## src/rtl/mul_job_sequencer.sv

```systemverilog
`default_nettype none
// ============================================================================
// Module   : mul_job_sequencer
// Brief    : Queues operand pairs, issues one job at a time to a shift-add
//            multiplier, captures the product and flags a missing completion.
// Revision : 1.0
// ============================================================================
module mul_job_sequencer #(
    parameter int N       = 8,
    parameter int DEPTH   = 4,
    parameter int TIMEOUT = 4 * N
) (
    input  logic             clk,
    input  logic             reset,
    input  logic             in_valid,
    output logic             in_ready,
    input  logic [N-1:0]     in_b,
    input  logic [N-1:0]     in_q,
    output logic             mul_start,
    output logic [N-1:0]     mul_b,
    output logic [N-1:0]     mul_q,
    input  logic             mul_stop,
    input  logic [2*N-1:0]   mul_a,
    output logic             out_valid,
    input  logic             out_ready,
    output logic [2*N-1:0]   out_p,
    output logic             busy,
    output logic             err_timeout
);

    localparam int c_AW = $clog2(DEPTH);
    localparam int c_CW = $clog2(TIMEOUT + 1);

    localparam logic [c_AW:0]   c_PTR_ONE = (c_AW + 1)'(1);
    localparam logic [c_CW-1:0] c_CNT_ONE = c_CW'(1);
    localparam logic [c_CW-1:0] c_TO_LAST = c_CW'(TIMEOUT - 1);

    localparam logic [2:0] c_S_IDLE   = 3'd0;
    localparam logic [2:0] c_S_LAUNCH = 3'd1;
    localparam logic [2:0] c_S_GUARD  = 3'd2;
    localparam logic [2:0] c_S_WAIT   = 3'd3;
    localparam logic [2:0] c_S_HOLD   = 3'd4;
    localparam logic [2:0] c_S_FAULT  = 3'd5;

    logic [2*N-1:0]  r_mem [DEPTH];
    logic [c_AW:0]   r_wr_ptr;
    logic [c_AW:0]   r_rd_ptr;
    logic [2:0]      r_state;
    logic [2:0]      w_state_nxt;
    logic [c_CW-1:0] r_cnt;
    logic [N-1:0]    r_mul_b;
    logic [N-1:0]    r_mul_q;
    logic [2*N-1:0]  r_out_p;
    logic            r_err;

    logic            w_empty;
    logic            w_full;
    logic            w_push;
    logic            w_pop;
    logic            w_capture;
    logic            w_set_err;
    logic [2*N-1:0]  w_head;

    // Extra pointer bit distinguishes full from empty when the indices match.
    assign w_empty = (r_wr_ptr == r_rd_ptr);
    assign w_full  = (r_wr_ptr[c_AW] != r_rd_ptr[c_AW]) &&
                     (r_wr_ptr[c_AW-1:0] == r_rd_ptr[c_AW-1:0]);
    assign w_push  = in_valid && in_ready;
    assign w_head  = r_mem[r_rd_ptr[c_AW-1:0]];

    assign in_ready    = !w_full && (r_state != c_S_FAULT);
    assign mul_start   = (r_state == c_S_LAUNCH);
    assign out_valid   = (r_state == c_S_HOLD);
    assign busy        = (r_state != c_S_IDLE);
    assign mul_b       = r_mul_b;
    assign mul_q       = r_mul_q;
    assign out_p       = r_out_p;
    assign err_timeout = r_err;

    always_ff @(posedge clk) begin
        if (w_push) begin
            r_mem[r_wr_ptr[c_AW-1:0]] <= {in_b, in_q};
        end
    end

    always_ff @(posedge clk or posedge reset) begin
        if (reset) begin
            r_state <= c_S_IDLE;
        end else begin
            r_state <= w_state_nxt;
        end
    end

    always_comb begin
        w_state_nxt = r_state;
        w_pop       = 1'b0;
        w_capture   = 1'b0;
        w_set_err   = 1'b0;
        case (r_state)
            c_S_IDLE: begin
                if (!w_empty) begin
                    w_pop       = 1'b1;
                    w_state_nxt = c_S_LAUNCH;
                end
            end
            c_S_LAUNCH: w_state_nxt = c_S_GUARD;
            // A stop left high by the previous job is not trusted here.
            c_S_GUARD:  w_state_nxt = c_S_WAIT;
            c_S_WAIT: begin
                if (mul_stop) begin
                    w_capture   = 1'b1;
                    w_state_nxt = c_S_HOLD;
                end else if (r_cnt == c_TO_LAST) begin
                    w_set_err   = 1'b1;
                    w_state_nxt = c_S_FAULT;
                end
            end
            c_S_HOLD: begin
                if (out_ready) begin
                    if (!w_empty) begin
                        w_pop       = 1'b1;
                        w_state_nxt = c_S_LAUNCH;
                    end else begin
                        w_state_nxt = c_S_IDLE;
                    end
                end
            end
            c_S_FAULT:  w_state_nxt = c_S_FAULT;
            default:    w_state_nxt = c_S_IDLE;
        endcase
    end

    always_ff @(posedge clk or posedge reset) begin
        if (reset) begin
            r_wr_ptr <= '0;
            r_rd_ptr <= '0;
            r_cnt    <= '0;
            r_mul_b  <= '0;
            r_mul_q  <= '0;
            r_out_p  <= '0;
            r_err    <= 1'b0;
        end else begin
            if (w_push) begin
                r_wr_ptr <= r_wr_ptr + c_PTR_ONE;
            end
            if (w_pop) begin
                r_rd_ptr <= r_rd_ptr + c_PTR_ONE;
                r_mul_b  <= w_head[2*N-1:N];
                r_mul_q  <= w_head[N-1:0];
            end
            if (r_state == c_S_GUARD) begin
                r_cnt <= '0;
            end else if (r_state == c_S_WAIT) begin
                r_cnt <= r_cnt + c_CNT_ONE;
            end
            if (w_capture) begin
                r_out_p <= mul_a;
            end
            if (w_set_err) begin
                r_err <= 1'b1;
            end
        end
    end

endmodule
`default_nettype wire

```

## config.mk

```make
export PLATFORM = sky130hd
export DESIGN_NAME = mul_job_sequencer
export DESIGN_NICKNAME = d
export VERILOG_FILES = /design/src/rtl/mul_job_sequencer.sv
export SDC_FILE = /design/constraint.sdc
export NUM_CORES = 1
export LEC_CHECK = 0
export BUFFER_PORTS_ARGS = -buffer_cell sky130_fd_sc_hd__buf_2
export CAP_MARGIN = 10
export CORE_ASPECT_RATIO = 2
export CORE_MARGIN = 5
export CORE_UTILIZATION = 50
export DETAILED_ROUTE_END_ITERATION = 10
export PLACE_DENSITY = 0.71
export SLEW_MARGIN = 5
export SYNTH_ARGS = -nofsm -noshare
export SYNTH_HDL_FRONTEND = slang
export SYNTH_SLANG_ARGS = --single-unit
export TNS_END_PERCENT = 1
```

## constraint.sdc

```tcl
create_clock -name clk -period 2.06 [get_ports clk]
set_input_delay 0.618 -clock clk [delete_from_list [all_inputs] [get_ports clk]]
set_output_delay 0.618 -clock clk [all_outputs]
set_load 0.01 [all_outputs]
```

* Word-level counts from Yosys, hierarchy flattened
Memory sizes are Yosys's and may differ from the RTL's. A register that Yosys moved wholly into a read port is not among the register bits.
Cells that the tools add are included.
** Storage, ports and cells
- Flip-flop bits (word level) :: 32
- Bits of input ports :: 37
- Logic and storage cells :: 49
- RAM bits :: 64
- Output and inout port bits :: 37
- Memories :: 1
** Cells by class
- $add $sub $neg :: 3
- Muxes and demuxes :: 18
- Reductions and logical operators :: 8
- Equality and inequality tests :: 13
** Memory list
- r_mem :: depth 4, bits a word 16, rd ports 1, clocked after memory_dff 1, write ports 1, line 45 : logic [2*N-1:0] r_mem [DEPTH];
** Operator list (number)
- 3-bit one-hot mux with 6 select lines :: 1
- 3-bit two-way mux :: 4
- 6-bit two-way mux :: 2
- 1-bit two-way mux :: 10
- 3-bit by 1-bit adder with 3-bit output, second input constant :: 2
- 6-bit by 1-bit adder with 6-bit output, second input constant :: 1
- 3-bit by 2-bit == test with 1-bit output, second input constant :: 2
- 3-bit == test, second input constant :: 2
- 6-bit by 5-bit == test with 1-bit output, second input constant :: 1
- 3-bit inequality test, second input constant :: 2
- 3-bit by 1-bit == test with 1-bit output, second input constant :: 1
- 3-bit == test :: 1
- 1-bit logical AND :: 3
- 3-bit logical NOT :: 1
- 3-bit AND reduction :: 1
- 3-bit nonzero test :: 1
- 2-bit == test :: 1
- 2-bit by 1-bit inequality test with 1-bit output, second input constant :: 1
- 2-bit inequality test, second input constant :: 1
- 1-bit one-hot mux with 2 select lines :: 1
- 2-bit nonzero test :: 1
- 1-bit logical NOT :: 1
- 1-bit inequality test :: 1

* Depth between registers and ports, before layout
- Depth after elaboration :: 7
- Mapped depth :: 7
- Gate-level depth less buffers :: 5

* Worst setup path before layout
No wires, ideal clock.
- Path kind :: register to register
- From :: register r_rd_ptr[1]
- To :: memory r_mem[3][0] in the netlist's numbering (enable)
- Data arrival time :: 1.682 ns
- Clock period less this slack :: 2.058 ns
- Stages on the path, launching flop included :: 5
- Data required time :: 1.685 ns
- Setup time :: 0.375 ns
- Path slack :: 0.002 ns
- Path buffers :: 1
- Cell sequence :: dfrtp_1 buf_2 xnor2_1 a31oi_1 and3_1
** On the way
- Longest elaborated chain between the ends :: 7
** Ends and longest elaborated chain
- start, declared :: line 47 : logic [c_AW:0] r_rd_ptr;
- start signal, assigned :: line 147 : r_rd_ptr <= r_rd_ptr + c_PTR_ONE;
- 2-bit == test :: line 67 : (r_wr_ptr[c_AW-1:0] == r_rd_ptr[c_AW-1:0]);
- 1-bit logical AND :: line 66 : assign w_full = (r_wr_ptr[c_AW] != r_rd_ptr[c_AW]) &&
- 1-bit logical NOT :: line 71 : assign in_ready = !w_full && (r_state != c_S_FAULT);
- 1-bit logical AND :: line 71
- named net in_ready :: line 16 : output logic in_ready,
- 1-bit logical AND :: line 68 : assign w_push = in_valid && in_ready;
- 1-bit two-way mux :: line 81 : if (w_push) begin
- 1-bit two-way mux (implied by the code) :: line 82 : r_mem[r_wr_ptr[c_AW-1:0]] <= {in_b, in_q};
- end, declared :: line 45
The timed path passes the listed nets, and every way through them passes these cells.

* Worst setup path after layout
- From :: register r_state[2]
- To :: output in_ready
** On the way
- Longest elaborated chain between the ends :: 2
** Ends and longest elaborated chain
- start, declared :: line 48 : logic [2:0] r_state;
- start signal, assigned :: line 88 : r_state <= c_S_IDLE;
- start signal, assigned :: line 90 : r_state <= w_state_nxt;
- 3-bit inequality test :: line 71
- 1-bit logical AND :: line 71
- end, declared :: line 16
Every way passes these cells.

==> flow_summary.yaml <==
run_status:
  outcome: "complete, no violations"
placement:
  hpwlAfterDp_microns: 5430
  place_congestion: 0.775
  place_area_sq_um: 5040
  port_buffers: 73
  dp_slack_ns: 0.184
cells_and_area:
  drive_gt1_frac: 0.451
  areaGrowthSynthToFinish_pct: 20.2
  regArea_sq_um: 3130
  multiInputGateArea_sq_um: 1290
  antennaDiodeCount: 0
  nFillCells: 679
  final_nets: 377
  final_cell_area_sq_um: 5380
worst_setup_path:
  rrSetupSlack_ns: 0.31
  cp_max_fo: 9
  cp.required_ns: 1.44
  cp_num_cells: 3
  rr_endpoint: "mul_q[0]"
  endpoint: "in_ready"
  worstPathCellList: "and3b_1, a31oi_4, buf_6"
  crit_family: "flip-flops"
  crit_start: "r_state[2]"
  r2r_cells: 3
  cp_slowest_cell: "dfrtp_2"
  start_kind: "flop"
  crit_type: "flop to output port"
  regToRegStartpoint: "r_rd_ptr[0]"
  crit_buf_inv: 1
  end_kind: "output port"
  critPathArrivalTime_ns: 1.40
  critPathMaxStageDelay_ns: 0.46
flow_run:
  max-cap-violations: 0
floorplanning:
  die_y_microns: 144
  io_pins: 74
  dieWidth_microns: 76.9
  die_area_sq_um: 11100
  num_rows: 49
  start_util: 0.504
  core_region_area_sq_um: 8890
logic_synthesis:
  post-synth-top-area-fraction: 0.429
  seq_area_frac_synth: 0.697
  ys_warn_count: 0
  synthTopCellsByCount: "64 x edfxtp_1, 48 x dfrtp_1, 26 x mux2_2, 12 x nand2_1, 11 x mux4_2"
  yosysTopAreaCell: "edfxtp_1"
  synthFlopType: "edfxtp_1"
  synth_edf_count: 64
  synth_fa_ha_area_frac: 0.0168
  ys_ff_latch: 112
  ys_async_sr_fraction: 0.429
  synth_most_common_cell: "edfxtp_1"
  synth_compound_area_frac: 0.0263
  avgSynthCellArea_sq_um: 18.1
  synthesis.area_sq_um: 4480
  yosys.area_share.simple: 0.0444
  synth_mux_area_frac: 0.177
  synth_area_leaders: "edfxtp_1 43%, dfrtp_1 27%, mux2_2 6.5%, mux4_2 5.5%, mux4_1 2.9%"
  syn_inst: 248
  synth_top_family_by_area: "multiplexers"
  yosysUniqueCellTypes: 35
  synth.net_count: 291
  synth-xor-area-share: 0.0156
timing:
  setup_violations: 0
  finalWorstSetupSlack_ns: 0.0439
  period_minus_slack_ns: 2.02
  final_max_slew_viol_count: 0
  relSlewSlack: 0.770
  tightest_slew_ns: 0.345
  min_period_over_period: 0.979
  skew_ns: 0.0102
  max_freq_mhz: 496
  final-hold-violation-count: 0
  grt_setup_unrepaired: "true"
  setup_tns_ns: 0
pwr:
  p_leak_nw: 2.23
  fin_total_pwr_mw: 8.28
  sw_frac_of_total: 0.311
  p_comb_frac: 0.371
  power.net_switching_mw: 2.57
  p_seq_frac: 0.428
  intPower_mw: 5.71
  p_per_area_nw_per_um2: 1540
  clockPowerShare: 0.201
  irDropWorstVdd_v: 0.000751
hold_path:
  hold_class: "input port to async pin"
clock_network:
  root_buffer: "clkbuf_16"
  numCtsBuffers: 9
  cts_tree: "done"
  cts.path.max_buffers: 2
  postCtsHoldBufs: 0
  cts.sinks: 112
  clock_latency_ns: 0.34
  htreeDepth: 3
  clkTransAtPathRegs_ns: 0.07
global_routing:
  grt_usage: 0.152
  grt_max_degree: 49
  overflow: 0
  grt_pass1_vias: 2504
  antenna_found_initial: 0
  grt_pass1_wl_microns: 12800
routing:
  dr.pass1.iters: 4
  wl_per_cell_microns: 18.3
  via_per_inst: 5.48
  drc: 0
  routed_wl_microns: 8050
  first_iter_violations: 109
  antenna_violating_nets_post_route: 0
  num_vias: 2417
worst min path at each step:
stage | cells past startpoint | end | slack (ns)
final | 3 | mul_q[2] | 0.30
after global routing | 3 | mul_q[2] | 0.32
after CTS | 3 | mul_q[2] | 0.31
after detailed placement | 1 | err_timeout | 0.45
after global placement | 1 | err_timeout | 0.45
after floorplan | 1 | r_cnt[5] | 0.44
cells by family (layout without fill, tap and decap cells):
group	count (synthesis)	count (layout)
AO/OA/AOI/OAI	17	17
XOR/XNOR	8	8
adder cells (fa/ha/maj)	6	6
buffers and inverters	16	107
flip-flops	112	112
multiplexers	50	50
AND/OR/NAND/NOR	39	39
worst reg2reg max path: stages (launching register included):
cell	delay, ns
dfrtp_1	0.40
buf_4	0.35
mux4_1	0.62
mux2_2	0.27
placed cells by master, fill, tap and decap left out, types with 6 or more instances in the layout:
cell and count:
buf_2 72, edfxtp_1 64, dfrtp_1 45, mux2_2 26
nand2_1 12, mux4_2 11, clkbuf_16 10, mux2_4 8
buf_4 7, nand3_1 6, ha_1 6
power groups by stage:
stage	combinational [mW]	clock, mW	sequential [mW]
floorplan	1.94	0	3.64
global placement	2.96	0	3.52
detailed placement	3.00	0	3.57
CTS	3.09	1.72	3.54
global route	3.34	1.80	3.64
finish	3.07	1.67	3.54
layout make-up:
| class | instances | area share |
|---|---|---|
| well taps | 102 | 0.0237 |
| clock inverters | 3 | 0.00418 |
| multi-input cells | 120 | 0.239 |
| flip-flops and latches | 112 | 0.581 |
| repair buffers | 85 | 0.0974 |
| inverters | 6 | 0.00418 |
| clock buffers | 13 | 0.0504 |
what timing repair did:
item / in CTS / in global routing
gates resized for setup: 5 / 4
setup buffers: 0 / 0
pin swaps: 1 / 0
setup endpoints to repair: 1 / 2
stage by stage:
step / hold WS (ns) / instances / utilization
global route: 0.319 / 441 / 0.606
floorplan: 0.442 / 248 / -
global placement: 0.452 / 425 / 0.567
finish: 0.302 / 441 / 0.606
CTS: 0.307 / 441 / 0.604
detailed placement: 0.454 / 425 / 0.567
routing by layer:
metal  track usage  share of wire
met1         0.156           0.35
met2         0.282           0.58
met3        0.0314          0.046
met4        0.0839          0.028
met5             0              0
sequential cells by signal, indices dropped and copies added, names as in the netlist:
signal,cells
r_cnt,6
r_mem,64
r_state,3
mul_q,8
out_p,16
r_rd_ptr,3
r_wr_ptr,3
mul_b,8
err_timeout,1
Note: power is estimated with default switching activity, not from simulation.
